### src/rtl/rr_pkg.sv
// Shared types for the round-robin request agent.
//   N_PORTS_DEF / DEPTH_DEF / LEN_W_DEF : default sizing of the agent
//   port_state_e                        : per-port requester state
//   job_t                               : one queued burst job
package rr_pkg;

  localparam int unsigned N_PORTS_DEF = 4;
  localparam int unsigned DEPTH_DEF   = 4;
  localparam int unsigned LEN_W_DEF   = 4;

  typedef enum logic [1:0] {
    StIdle,
    StLoad,
    StReq
  } port_state_e;

  typedef struct packed {
    logic [LEN_W_DEF-1:0] len;
  } job_t;

endpackage

### src/rtl/rr_job_fifo.sv
// Single-clock synchronous FIFO holding burst lengths for one port.
//   i_clk, i_rst : clock, synchronous active-high reset
//   i_push       : write i_data (ignored when full)
//   i_pop        : drop the head entry (ignored when empty)
//   o_data       : head entry
//   o_full       : no free slot
//   o_empty      : no entry
module rr_job_fifo #(
  parameter int unsigned DEPTH = 4,
  parameter int unsigned WIDTH = 4
) (
  input  logic             i_clk,
  input  logic             i_rst,
  input  logic             i_push,
  input  logic [WIDTH-1:0] i_data,
  input  logic             i_pop,
  output logic [WIDTH-1:0] o_data,
  output logic             o_full,
  output logic             o_empty
);

  localparam int unsigned AW = (DEPTH > 1) ? $clog2(DEPTH) : 1;
  localparam logic [AW:0] FULL_CNT = (AW + 1)'(DEPTH);

  logic [WIDTH-1:0] r_mem [DEPTH];
  logic [AW-1:0]    r_wr_ptr;
  logic [AW-1:0]    r_rd_ptr;
  logic [AW:0]      r_count;
  logic             w_push;
  logic             w_pop;

  assign w_push  = i_push && !o_full;
  assign w_pop   = i_pop && !o_empty;
  assign o_full  = (r_count == FULL_CNT);
  assign o_empty = (r_count == '0);
  assign o_data  = r_mem[r_rd_ptr];

  // Pointers wrap naturally because DEPTH is a power of two.
  always_ff @(posedge i_clk) begin
    if (i_rst) begin
      r_wr_ptr <= '0;
      r_rd_ptr <= '0;
      r_count  <= '0;
    end else begin
      if (w_push) r_wr_ptr <= r_wr_ptr + AW'(1);
      if (w_pop)  r_rd_ptr <= r_rd_ptr + AW'(1);
      case ({w_push, w_pop})
        2'b10:   r_count <= r_count + (AW + 1)'(1);
        2'b01:   r_count <= r_count - (AW + 1)'(1);
        default: r_count <= r_count;
      endcase
    end
  end

  always_ff @(posedge i_clk) begin
    if (w_push) r_mem[r_wr_ptr] <= i_data;
  end

endmodule

### src/rtl/rr_request_agent.sv
// Requester side of a round-robin fixed-time-slice arbiter. Each port queues burst
// jobs and holds its request line until every beat of the current burst has been
// granted; grants may be withdrawn mid-burst.
//   i_clk, i_rst               : clock, synchronous active-high reset
//   i_push_valid/port/len      : job offer; zero-length jobs are accepted and dropped
//   o_push_ready               : selected port's FIFO has room
//   o_req / i_gnt              : request/grant lines to/from the arbiter
//   o_beat_valid/port/last     : registered report of last cycle's granted beat
//   o_done                     : per-port pulse when a burst completes
//   o_grant_err                : sticky flag for stray or non-one-hot grants
module rr_request_agent
  import rr_pkg::*;
#(
  parameter int unsigned N_PORTS = N_PORTS_DEF,
  parameter int unsigned DEPTH   = DEPTH_DEF,
  parameter int unsigned LEN_W   = LEN_W_DEF,
  localparam int unsigned PW     = $clog2(N_PORTS)
) (
  input  logic               i_clk,
  input  logic               i_rst,
  input  logic               i_push_valid,
  input  logic [PW-1:0]      i_push_port,
  input  logic [LEN_W-1:0]   i_push_len,
  output logic               o_push_ready,
  output logic [N_PORTS-1:0] o_req,
  input  logic [N_PORTS-1:0] i_gnt,
  output logic               o_beat_valid,
  output logic [PW-1:0]      o_beat_port,
  output logic               o_beat_last,
  output logic [N_PORTS-1:0] o_done,
  output logic               o_grant_err
);

  logic [N_PORTS-1:0] w_full;
  logic [N_PORTS-1:0] w_empty;
  logic [N_PORTS-1:0] w_push;
  logic [N_PORTS-1:0] w_fire;
  logic [N_PORTS-1:0] w_rem_one;
  logic [LEN_W-1:0]   w_head [N_PORTS];
  logic               w_gnt_legal;
  logic               w_gnt_stray;
  logic [PW-1:0]      w_beat_port;
  logic               w_beat_last;
  job_t               w_push_job;

  logic               r_beat_valid;
  logic [PW-1:0]      r_beat_port;
  logic               r_beat_last;
  logic [N_PORTS-1:0] r_done;
  logic               r_grant_err;

  assign w_push_job.len = i_push_len;
  assign o_push_ready   = !w_full[i_push_port];

  // A multi-hot grant is unusable as a whole: nobody fires that cycle.
  assign w_gnt_legal = ((i_gnt & (i_gnt - N_PORTS'(1))) == '0);
  assign w_gnt_stray = |(i_gnt & ~o_req);
  assign w_fire      = w_gnt_legal ? (i_gnt & o_req) : '0;

  for (genvar g = 0; g < N_PORTS; g++) begin : g_port
    port_state_e      r_state;
    port_state_e      w_state_next;
    logic [LEN_W-1:0] r_rem;
    logic [LEN_W-1:0] w_rem_next;
    logic             r_req;
    logic             w_req_next;
    logic             w_pop;

    assign w_push[g] = i_push_valid && o_push_ready && (i_push_port == PW'(g)) &&
                       (w_push_job.len != '0);
    assign w_rem_one[g] = (r_rem == LEN_W'(1));
    assign o_req[g]     = r_req;

    rr_job_fifo #(
      .DEPTH (DEPTH),
      .WIDTH (LEN_W)
    ) u_fifo (
      .i_clk   (i_clk),
      .i_rst   (i_rst),
      .i_push  (w_push[g]),
      .i_data  (w_push_job.len),
      .i_pop   (w_pop),
      .o_data  (w_head[g]),
      .o_full  (w_full[g]),
      .o_empty (w_empty[g])
    );

    always_comb begin
      w_state_next = r_state;
      w_rem_next   = r_rem;
      w_req_next   = r_req;
      w_pop        = 1'b0;
      unique case (r_state)
        StIdle: begin
          if (!w_empty[g]) w_state_next = StLoad;
        end
        StLoad: begin
          w_pop        = 1'b1;
          w_rem_next   = w_head[g];
          w_state_next = StReq;
          w_req_next   = 1'b1;
        end
        StReq: begin
          // Un-granted cycles hold everything; the burst resumes on the next grant.
          if (w_fire[g]) begin
            w_rem_next = r_rem - LEN_W'(1);
            if (w_rem_one[g]) begin
              w_state_next = StIdle;
              w_req_next   = 1'b0;
            end
          end
        end
        default: begin
          w_state_next = StIdle;
          w_req_next   = 1'b0;
        end
      endcase
    end

    always_ff @(posedge i_clk) begin
      if (i_rst) begin
        r_state <= StIdle;
        r_rem   <= '0;
        r_req   <= 1'b0;
      end else begin
        r_state <= w_state_next;
        r_rem   <= w_rem_next;
        r_req   <= w_req_next;
      end
    end
  end

  // At most one port fires, so the last match is the only match.
  always_comb begin
    w_beat_port = '0;
    w_beat_last = 1'b0;
    for (int unsigned p = 0; p < N_PORTS; p++) begin
      if (w_fire[p]) begin
        w_beat_port = PW'(p);
        w_beat_last = w_rem_one[p];
      end
    end
  end

  always_ff @(posedge i_clk) begin
    if (i_rst) begin
      r_beat_valid <= 1'b0;
      r_beat_port  <= '0;
      r_beat_last  <= 1'b0;
      r_done       <= '0;
      r_grant_err  <= 1'b0;
    end else begin
      r_beat_valid <= |w_fire;
      r_beat_port  <= w_beat_port;
      r_beat_last  <= w_beat_last;
      r_done       <= w_fire & w_rem_one;
      r_grant_err  <= r_grant_err | !w_gnt_legal | w_gnt_stray;
    end
  end

  assign o_beat_valid = r_beat_valid;
  assign o_beat_port  = r_beat_port;
  assign o_beat_last  = r_beat_last;
  assign o_done       = r_done;
  assign o_grant_err  = r_grant_err;

endmodule

### config.mk
export PLATFORM = sky130hd
export DESIGN_NAME = rr_request_agent
export DESIGN_NICKNAME = d
export VERILOG_FILES = /design/src/rtl/rr_pkg.sv /design/src/rtl/rr_job_fifo.sv /design/src/rtl/rr_request_agent.sv
export SDC_FILE = /design/constraint.sdc
export NUM_CORES = 1
export LEC_CHECK = 0
export ABC_AREA = 1
export BUFFER_PORTS_ARGS = -buffer_cell sky130_fd_sc_hd__buf_4
export CAP_MARGIN = 25
export CELL_PAD_IN_SITES_DETAIL_PLACEMENT = 1
export CELL_PAD_IN_SITES_GLOBAL_PLACEMENT = 1
export CORE_MARGIN = 5
export CORE_UTILIZATION = 45
export CTS_CLUSTER_DIAMETER = 200
export DETAILED_ROUTE_END_ITERATION = 6
export HOLD_SLACK_MARGIN = 0.02
export PLACE_DENSITY_LB_ADDON = 0.1
export SYNTH_ARGS = -nofsm -noshare
export SYNTH_HDL_FRONTEND = slang
export SYNTH_SLANG_ARGS = --single-unit
### constraint.sdc
create_clock -name i_clk -period 2.85 [get_ports i_clk]
set_input_delay 0.285 -clock i_clk [delete_from_list [all_inputs] [get_ports i_clk]]
set_output_delay 0.285 -clock i_clk [all_outputs]
set_load 0.1 [all_outputs]
# --- Word-level counts from Yosys, hierarchy flattened ---
# Memory sizes are Yosys's and may differ from the RTL's. A register that Yosys moved wholly into a read port is not among the register bits.
# Index checks and enable logic that the tools add are counted.
# W data, S select, Z words.
op_classes:
  shift: 0
  n_mux: 70
  mul: 0
  reduce_logical: 60
  n_addsub: 21
  div: 0
  eq_ne: 39
  n_lt_le_gt_ge: 1
  bitwise: 11
op_table:
  columns: ["cell", "count"]
  rows:
  - ["$mux W2", 22]
  - ["$pmux W4 S2", 4]
  - ["$mux W1", 26]
  - ["$ne A2 B2 Y1 const B", 12]
  - ["$pmux W2 S3", 4]
  - ["$pmux W3 S2", 4]
  - ["$reduce_and A3 Y1", 8]
  - ["$eq A2 B2 Y1 const B", 10]
  - ["$mux W4", 5]
  - ["$sub A4 B1 Y4 const B", 5]
  - ["$eq A2 B1 Y1 const B", 9]
  - ["$logic_and A1 B1 Y1", 17]
  - ["$add A2 B1 Y2 const B", 8]
  - ["$and A4 B4 Y4", 4]
  - ["$eq A4 B1 Y1 const B", 4]
  - ["$reduce_bool A2 Y1", 8]
  - ["$add A3 B1 Y3 const B", 4]
  - ["$eq A3 B3 Y1 const B", 4]
  - ["$logic_not A3 Y1", 4]
  - ["$pmux W1 S3", 4]
  - ["$sub A3 B1 Y3 const B", 4]
  - ["$logic_not A1 Y1", 10]
  - ["$logic_not A2 Y1", 5]
  - ["$reduce_and A2 Y1", 4]
  - ["other kinds (8)", 13]
totals:
  ram_bits: 64
  memories: 4
  input_bits: 13
  out_inout_bits: 14
  rom_bits: 0
  reg_bits: 65
  latchBits: 0
  wordCells: 235
memory_table:
  columns: ["memory", "words", "word_bits", "read_ports", "rd_clocked_by_memory_dff", "wr", "line_no", "text"]
  rows:
  - ["g_port[0].u_fifo.r_mem", 4, 4, 1, 1, 1, "rr_job_fifo.sv:25", "logic [WIDTH-1:0] r_mem [DEPTH];"]
  - ["g_port[1].u_fifo.r_mem", 4, 4, 1, 1, 1, "rr_job_fifo.sv:25", null]
  - ["g_port[2].u_fifo.r_mem", 4, 4, 1, 1, 1, "rr_job_fifo.sv:25", null]
  - ["g_port[3].u_fifo.r_mem", 4, 4, 1, 1, 1, "rr_job_fifo.sv:25", null]

# --- Depth between registers and ports, before layout ---
# Gate-level depths: netlist of run 1.
depth:
  ltp_word: 10
  ltp_mapped: 14

# --- Hierarchy ---
# From an unflattened synthesis of run 1, not the netlist that was laid out.
unflattened:
  cells_unflattened: 762
  area_unflattened_um2: 6605.1
modules_own_cells:
  columns: ["module", "instances", "cells_each", "area_per_inst_um2"]
  rows:
  - ["rr_job_fifo", 4, 109, 1102.3]
  - ["rr_request_agent", 1, 326, 2195.9]

# --- Worst setup path before layout of run 1 ---
# No wires, ideal clock.
synth_timing:
  path_kind: "register -> register"
  startpoint: "register g_port[3].u_fifo.r_count[0]"
  endpoint: "register g_port[2].u_fifo.r_count[2]"
  path_stages_with_launch: 15
  arrival_time_ps: 2134
  required_ps: 2728
  n_path_buf: 0
  setup_ps: 122
  path_slack_ps: 594
  path_cell_list: "dfxtp_1 -> nor2_2 -> nand2_1 -> nand2_1 -> nand2_1 -> inv_2 -> nand2_4 -> nand3_4 -> ha_1 -> inv_1 -> fa_1 -> a21oi_1 -> o21ai_0 -> o21ai_0 -> a21oi_1"
synth_via:
  elab_chain_len: 10
  elab_cells_between_ends: 12
  cone_classes: "eq/ne (3); mux (3); reduce/logical (6)"
synth_lines:
  columns: ["element", "line_no", "text"]
  rows:
  - ["start, declared", "rr_job_fifo.sv:28", "logic [AW:0] r_count;"]
  - ["start signal, assigned", "rr_job_fifo.sv:48", "2'b10: r_count <= r_count + (AW + 1)'(1);"]
  - ["start signal, assigned", "rr_job_fifo.sv:49", "2'b01: r_count <= r_count - (AW + 1)'(1);"]
  - ["start signal, assigned", "rr_job_fifo.sv:50", "default: r_count <= r_count;"]
  - ["$eq A3 B3 Y1 (*)", "rr_job_fifo.sv:34", "assign o_full = (r_count == FULL_CNT);"]
  - ["$bmux W1 S2 (*)", "rr_request_agent.sv:53", "assign o_push_ready = !w_full[i_push_port];"]
  - ["$mux W1 (not written as such) (*)", "rr_request_agent.sv:53", null]
  - ["$logic_not A1 Y1 (*)", "rr_request_agent.sv:53", null]
  - ["net o_push_ready", "rr_request_agent.sv:24", "output logic o_push_ready,"]
  - ["$logic_and A1 B1 Y1 (*) (3 in a row)", "rr_request_agent.sv:69", "assign w_push[g] = i_push_valid && o_push_ready && (i_push_port == PW'(g)) &&"]
  - ["$logic_and A1 B1 Y1 (*)", "rr_job_fifo.sv:32", "assign w_push = i_push && !o_full;"]
  - ["$eq A2 B1 Y1 or $eq A2 B2 Y1 (tied branches)", "rr_job_fifo.sv:47", "case ({w_push, w_pop})"]
  - ["$pmux W3 S2 or $reduce_bool A2 Y1 (tied branches)", null, null]
  - ["end signal, assigned", "rr_job_fifo.sv:48", null]
  - ["end signal, assigned", "rr_job_fifo.sv:49", null]
  - ["end signal, assigned", "rr_job_fifo.sv:50", null]
  - ["end, declared", "rr_job_fifo.sv:28", null]
# The timed path passes the listed nets; every way through them passes the cells marked *. The select of a mux whose other input is x is not followed.
# A chain may end at the register's enable or synchronous reset.

# --- Final worst setup path of run 1 ---
layout_timing:
  startpoint: "register g_port[0].u_fifo.r_count[0]"
  endpoint: "register g_port[3].u_fifo.r_count[2]"
layout_via:
  elab_chain_len: 10
  elab_cells_between_ends: 12
  cone_classes: "eq/ne (3); mux (3); reduce/logical (6)"
layout_lines:
  columns: ["element", "line_no"]
  rows:
  - ["start, declared", "rr_job_fifo.sv:28"]
  - ["start signal, assigned", "rr_job_fifo.sv:48"]
  - ["start signal, assigned", "rr_job_fifo.sv:49"]
  - ["start signal, assigned", "rr_job_fifo.sv:50"]
  - ["$eq A3 B3 Y1 (*)", "rr_job_fifo.sv:34"]
  - ["$bmux W1 S2 (*)", "rr_request_agent.sv:53"]
  - ["$mux W1 (not written as such) (*)", "rr_request_agent.sv:53"]
  - ["$logic_not A1 Y1 (*)", "rr_request_agent.sv:53"]
  - ["$logic_and A1 B1 Y1 (*) (3 in a row)", "rr_request_agent.sv:69"]
  - ["$logic_and A1 B1 Y1 (*)", "rr_job_fifo.sv:32"]
  - ["$eq A2 B1 Y1 or $eq A2 B2 Y1 (tied branches)", "rr_job_fifo.sv:47"]
  - ["$pmux W3 S2 or $reduce_bool A2 Y1 (tied branches)", null]
# Every way passes the cells marked *; elsewhere a longest branch is shown, timed or not. The select of a mux whose other input is x is not followed.

==> qor.txt, run 1 <==
Port Buffer Count: 26
Synthesized Nets: 765
Top Ports: 27
R2R Path Start: g_port[0].u_fifo.r_count[0]
leakage power: 2.92 nW
CTS Hold Buffers Added: 0
sequential power share: 0.418
share of post-route cells with drive strength above 1: 0.119
clock sink total: 137
fraction of the yosys area taken by sequential cells: 0.539
top cells by area, synth: edfxtp_1, dfxtp_1, nand2_1, inv_1, nor2_1
Top FF cell, synth: dfxtp_1
Worst Hold Class: primary input to flip-flop
post-route setup TNS: 0 ps
multi-input logic area: 2380 sq um
met1 Resource Use GR: 0.244
Syn. warnings: 0
Hold EP: g_port[3].u_fifo.r_mem[1][1]
Post-CTS Setup Bufs: 0
die height: 128 microns
fin crit share: 0.814
Setup violations, final: 0
Crit Path Category: flip-flop to flip-flop
DRT iter0 DRCs: 192
R2R cell count: 14
CP Launch Type: flip-flop
Int Power: 4.00 mW
Worst slew margin: 0.696
top-count cell post-synth: nand2_1
status: finished, final reports clean
Num CTS Buffers: 17
synthesized flop and latch total: 137
Pre-Repair DR Iteration Count: 4
vias post-DR: 4769
Post-DP HPWL: 10800 microns
routed vias/inst: 5.05
total die area: 16400 sq um
core area: 13800 sq um
Peak Freq: 431 MHz
Critical Path AT: 2620 ps
Setup crit end kind: flip-flop
CTS max path bufs: 2
Top Usage Layer GRT: met2
GRT Total Usage: 0.195
nets@finish: 796
worst-skew pair later-pin latency: 420 ps
Comb power frac: 0.067
Period minus WS final: 2320 ps
PD cells: 694 nW/um^2
Post-Route Utilization: 0.532
DR DRC count: 0
Post-synth EDFFs: 64
DR WL/cell: 15.8 microns
Req. time, crit path: 3150 ps
initial antenna violation count: 0
Antenna Cells: 0
Reg2Reg Capture Point: g_port[3].u_fifo.r_count[2]
gpl congestion: 0.771
row count: 43
register area: 3380 sq um
syn_area_per_cell: 8.73 sq um
top-area cell type share of the netlist area: 0.306
Starting Density: 0.456
Switching Share: 0.213
routed wire length: 14900 microns
Root Buffer: clkbuf_16
max-cap check violation count: 0
Switch Pwr: 1.08 mW
Async S/R FF share, synth: 0
Layout area overhead: 16.7%
R2R setup slack: 530 ps
largest net degree at the start of global routing: 25
Max Slew Vio Count: 0
CTS tree: built
vias in the first global route: 5026
skew final: 7.86 ps
Final Hold Vio Count: 0
Antenna Violating Nets Remaining: 0
Worst VDD drop: 0.405 mV
Post-Synthesis Cells: 720
Cell Area, Synth: 6280 sq um
Commonest cells post-synth: nand2_1, inv_1, nor2_1
filler cell count: 1619
clock share of power: 0.515
first-pass GRT wire length: 24800 microns
depth of the CTS H-tree: 4
Yosys cell types: 32
Hold Crit Depth: 1
Resize count post-CTS: 0
Clk pin slew, worst setup/hold paths: 60 ps
RSZ-0062 raised after global routing: false
Synth area leader: edfxtp_1
DIE WIDTH: 128 microns
HP Start: i_push_len[1]
grt met2 use: 0.338
GR Util met3: 0.0329
gr ovfl total: 0
crit-path max FO: 7
actual slew at the worst max-slew pin: 455 ps
[power by group through the flow]
stage	logic, mW	registers [mW]	clock network [mW]
CTS	0.345	2.13	2.66
global placement	0.328	2.17	0
finish	0.340	2.13	2.62
floorplan	0.236	2.17	0
detailed placement	0.342	2.17	0
global route	0.386	2.13	2.75
[final cells by class]
type | instances | area share
Clock inverter | 15 | 0.0379
Multi-Input combinational cell | 453 | 0.325
Clock buffer | 17 | 0.0580
Inverter | 114 | 0.0584
Tap cell | 180 | 0.0307
Sequential cell | 137 | 0.461
Timing Repair Buffer | 28 | 0.0287
[cell families (layout without fill, tap and decap cells)]
logic type      count (synthesis)  in the layout  share of synthesized area
compound gates                123            123                      0.103
xor+xnor                        6              6                    0.00836
fa+ha+maj                      32             32                     0.0685
buf+inv                       130            174                     0.0823
flops                         137            137                      0.539
simple gates                  292            292                      0.200
[worst max path at each step]
stage	start	end	slack [ps]	cells past startpoint
6_report	g_port[0].u_fifo.r_count[0]	g_port[3].u_fifo.r_count[2]	530	14
5_1_grt	g_port[0].u_fifo.r_count[0]	g_port[3].u_fifo.r_count[2]	290	14
2_1_floorplan	g_port[3].u_fifo.r_count[0]	g_port[2].u_fifo.r_count[2]	590	14
4_1_cts	g_port[0].u_fifo.r_count[0]	g_port[3].u_fifo.r_count[2]	480	14
3_5_place_dp	i_push_len[2]	g_port[1].u_fifo.r_count[2]	430	12
3_3_place_gp	i_push_len[2]	g_port[1].u_fifo.r_count[2]	550	12
[sequential cells by signal (all words and copies together), names as in the netlist, named ones only]
name,count
g_port.r_rem,16
o_done,4
o_grant_err,1
g_port.u_fifo.r_wr_ptr,8
g_port.u_fifo.r_rd_ptr,8
o_beat_valid,1
g_port.r_req,4
g_port.r_state,8
g_port.u_fifo.r_count,12
o_beat_port,2
g_port.u_fifo.r_mem,64
o_beat_last,1
[stage by stage]
step                      hold WS [ps]  total power, mW  std cells  setup slack [ps]  cell area (sq um)
after global placement             453             2.49        912               553               6630
final                              181             5.09        944               530               7330
after floorplan                    384             2.41        720               594               6280
after CTS                          174             5.13        944               485               7330
after detailed placement           467             2.51        912               427               6630
after global routing               215             5.27        944               292               7330
[cells in the final DEF, fill, tap and decap left out, types with 4 or more instances in the layout]
| cell | instances |
|---|---|
| nand3_1 | 39 |
| edfxtp_1 | 64 |
| xor2_1 | 4 |
| clkinv_1 | 4 |
| bufinv_16 | 8 |
| nor2_1 | 102 |
| nor2_2 | 12 |
| o22ai_1 | 6 |
| a21oi_1 | 44 |
| buf_4 | 28 |
| o21ai_0 | 52 |
| nand2_2 | 5 |
| fa_1 | 4 |
| inv_2 | 10 |
| clkbuf_16 | 17 |
| inv_1 | 102 |
| dfxtp_1 | 73 |
| ha_1 | 28 |
| o21ai_1 | 15 |
| nand4_1 | 4 |
| nand2_1 | 118 |
[layer usage]
metal | part of all wire | vias up
met2 | 0.50 | 63
met5 | 0 | -
li1 | - | 2395
met3 | 0.034 | 17
met1 | 0.45 | 2294
met4 | 0.016 | 0
[critical path, cell delays in order, from the launching register on]
cell     delay (ps)
dfxtp_1         290
inv_1           150
nand3_1         180
nand2_1         100
nand2_1          60
inv_2            60
nand2_4          80
nand3_4         100
ha_1            160
inv_1            70
fa_1            440
a21oi_1         160
o21ai_0         120
o21ai_0         160
a21oi_1          60
No activity file was read; power rests on OpenSTA's default activity.
==> run 2: changes to the inputs <==
==> constraint.sdc (replaced) <==
create_clock -name i_clk -period 2.22 [get_ports i_clk]
set_input_delay 0.222 -clock i_clk [delete_from_list [all_inputs] [get_ports i_clk]]
set_output_delay 0.222 -clock i_clk [all_outputs]
set_load 0.1 [all_outputs]
==> run 2 against run 1 <==
  * Hold slack lost 23 ps
  * Via count up 2.4%
  * Clock-buffer cell count up 3
  * Wire length up 4.9%
  * Critical path type unchanged
  * Critical endpoint unchanged
==> qor.txt, run 2 (synthesis gave the netlist of run 1 again) <==
Worst VDD drop: 0.550 mV (was 0.405 mV)
Clk pin slew, worst setup/hold paths: 60 ps (about the same)
R2R setup slack: 130 ps (was 530 ps)
largest net degree at the start of global routing: 29 (was 25)
die height: 128 microns (unchanged)
clock sink total: 137 (unchanged)
Largest Register: g_port.u_fifo.r_mem (unchanged)
DR DRC count: 0 (unchanged)
Post-DP HPWL: 10800 microns (about the same)
Root Buffer: clkbuf_16 (unchanged)
Max Slew Vio Count: 0 (unchanged)
Worst path top cell family by delay: adder cells (unchanged)
Setup crit end kind: flip-flop (unchanged)
Num CTS Buffers: 17 (unchanged)
Comb power frac: 0.074 (was 0.067)
commonest non-fill, non-tap cell in the layout: nand2_1 (unchanged)
RSZ-0062 raised after global routing: true (was false)
leakage power: 2.94 nW (was 2.92 nW)
CP Cell Sequence: inv_1 -> nand3_1 -> nand2_1 -> nand2_1 -> inv_2 -> nand2_8 -> nand3_4 -> ha_1 -> inv_1 -> fa_2 -> a21oi_1 -> o21ai_1 -> o21ai_1 -> a21oi_1 (was inv_1 -> nand3_1 -> nand2_1 -> nand2_1 -> inv_2 -> nand2_4 -> nand3_4 -> ha_1 -> inv_1 -> fa_1 -> a21oi_1 -> o21ai_0 -> o21ai_0 -> a21oi_1)
gr ovfl total: 0 (unchanged)
Worst setup startpoint: g_port[1].u_fifo.r_count[1] (was g_port[0].u_fifo.r_count[0])
gpl congestion: 0.789 (was 0.771)
DIE WIDTH: 128 microns (unchanged)
max-cap check violation count: 0 (unchanged)
R2R Path Start: g_port[1].u_fifo.r_count[1] (was g_port[0].u_fifo.r_count[0])
core area: 13800 sq um (unchanged)
max reg flops: 64 (unchanged)
skew final: 7.65 ps (was 7.86 ps)
Starting Density: 0.456 (unchanged)
Reg2Reg Capture Point: g_port[3].u_fifo.r_count[2] (unchanged)
Final Hold Vio Count: 0 (unchanged)
sequential power share: 0.433 (was 0.418)
vias post-DR: 4885 (was 4769)
Post-Layout Cell Count: 956 (was 944)
worst-skew pair later-pin latency: 420 ps (about the same)
Worst path slowest cell: fa_2 (was fa_1)
Antenna Violating Nets Remaining: 0 (unchanged)
Peak Freq: 478 MHz (was 431 MHz)
first-pass GRT wire length: 26200 microns (was 24800 microns)
Critical Path AT: 2390 ps (was 2620 ps)
CTS max path bufs: 2 (unchanged)
Port Buffer Count: 26 (unchanged)
Hold Crit Depth: 2 (was 1)
Setup crit end: g_port[3].u_fifo.r_count[2] (unchanged)
biggest registers after layout: g_port.u_fifo.r_mem x64, g_port.r_rem x16, g_port.u_fifo.r_count x12 (unchanged)
Switching Share: 0.229 (was 0.213)
CP Launch Type: flip-flop (unchanged)
placed cells: 923 (was 912)
share of post-route cells with drive strength above 1: 0.143 (was 0.119)
depth of the CTS H-tree: 4 (unchanged)
actual slew at the worst max-slew pin: 429 ps (was 455 ps)
Req. time, crit path: 2520 ps (was 3150 ps)
Buf/Inv on CP: 3 (unchanged)
initial antenna violation count: 0 (unchanged)
nets@finish: 808 (was 796)
CTS tree: built (unchanged)
Worst slew margin: 0.713 (was 0.696)
clock share of power: 0.492 (was 0.515)
DRT iter0 DRCs: 233 (was 192)
routed wire length: 15600 microns (was 14900 microns)
fin crit share: 0.942 (was 0.814)
Pre-Repair DR Iteration Count: 4 (unchanged)
Levels on crit path: 14 (unchanged)
routed vias/inst: 5.11 (was 5.05)
Crit Path Category: flip-flop to flip-flop (unchanged)
R2R cell count: 14 (unchanged)
vias in the first global route: 5281 (was 5026)
Worst Hold Class: primary input to flip-flop (unchanged)
Period minus WS final: 2090 ps (was 2320 ps)
Placement Setup Slack: 0.632 ps (was 427 ps)
Int Power: 4.86 mW (was 4.00 mW)
Final WS setup: 130 ps (was 530 ps)
status: finished, final reports clean (unchanged)
total die area: 16400 sq um (unchanged)
Switch Pwr: 1.45 mW (was 1.08 mW)
GRT Total Usage: 0.204 (was 0.195)
Antenna Cells: 0 (unchanged)
worst stage delay on the critical path: 400 ps (was 440 ps)
row count: 43 (unchanged)
crit-path max FO: 7 (unchanged)
Layout area overhead: 17.8% (was 16.7%)
Top Ports: 27 (unchanged)
commonest non-fill, non-tap cells in the layout: nand2_1, nor2_1, inv_1 (unchanged)
Setup violations, final: 0 (unchanged)
PD cells: 852 nW/um^2 (was 694 nW/um^2)
DR WL/cell: 16.3 microns (was 15.8 microns)
==> run 2: changes by cell type in the layout (fill, tap and decap cells not counted), sizes merged <==
cell      change
bufinv        -3
buf          +12
clkbuf        +3
clkinv        -1
clkinvlp      +1
==> run 2: worst min path at each step <==
stage                                         endpoint                 start  slack [ps]
after global placement            g_port[0].r_state[0]  g_port[0].r_state[0]         450
after global routing                         o_done[3]                 i_rst         160
after CTS                                    o_done[3]                 i_rst         150
final                                        o_done[3]                 i_rst         160
after floorplan           g_port[0].u_fifo.r_mem[0][0]         i_push_len[0]         320
after detailed placement          g_port[0].r_state[0]  g_port[0].r_state[1]         460
==> run 2: per-stage QoR <==
step / instance area [sq um] / power [mW] / util / setup TNS [ps] / hold slack [ps]
floorplan: 6290 / 3.09 / - / 0 / 321
global placement: 6720 / 3.22 / 0.488 / 0 / 452
detailed placement: 6720 / 3.25 / 0.488 / 0 / 461
CTS: 7370 / 6.35 / 0.535 / 0 / 147
global route: 7400 / 6.55 / 0.538 / -64.8 / 165
finish: 7400 / 6.31 / 0.538 / 0 / 157
==> run 2: layout make-up <==
class,instances,area (sq um)
clock buffers,20,447
clock inverters,12,199
fillers,1624,6370
inverters,114,428
multi-input cells,453,2420
flip-flops and latches,137,3380
well taps,180,225
repair buffers,40,300
==> run 2: repair_timing <==
item | 4_1_cts | 5_1_grt
setup buffers | 1 | 0
hold endpoints to repair | 0 | 0
hold buffers | 0 | 0
setup endpoints to repair | 1 | 6
pin swaps | 1 | 2
resized for setup | 1 | 15
==> run 2: power by group through the flow <==
stage	clock, mW	sequential (mW)	combinational (mW)
finish	3.10	2.73	0.468
detailed placement	0	2.79	0.460
floorplan	0	2.79	0.307
global route	3.29	2.74	0.525
CTS	3.15	2.73	0.470
global placement	0	2.78	0.440
==> run 2: per-layer routing <==
metal  up-vias  wire [microns]  track usage
li1       2428               -            -
met1      2381            6590        0.235
met2        53            8270        0.376
met3        23             497       0.0358
met4         0             251       0.0737
met5         -               0            0
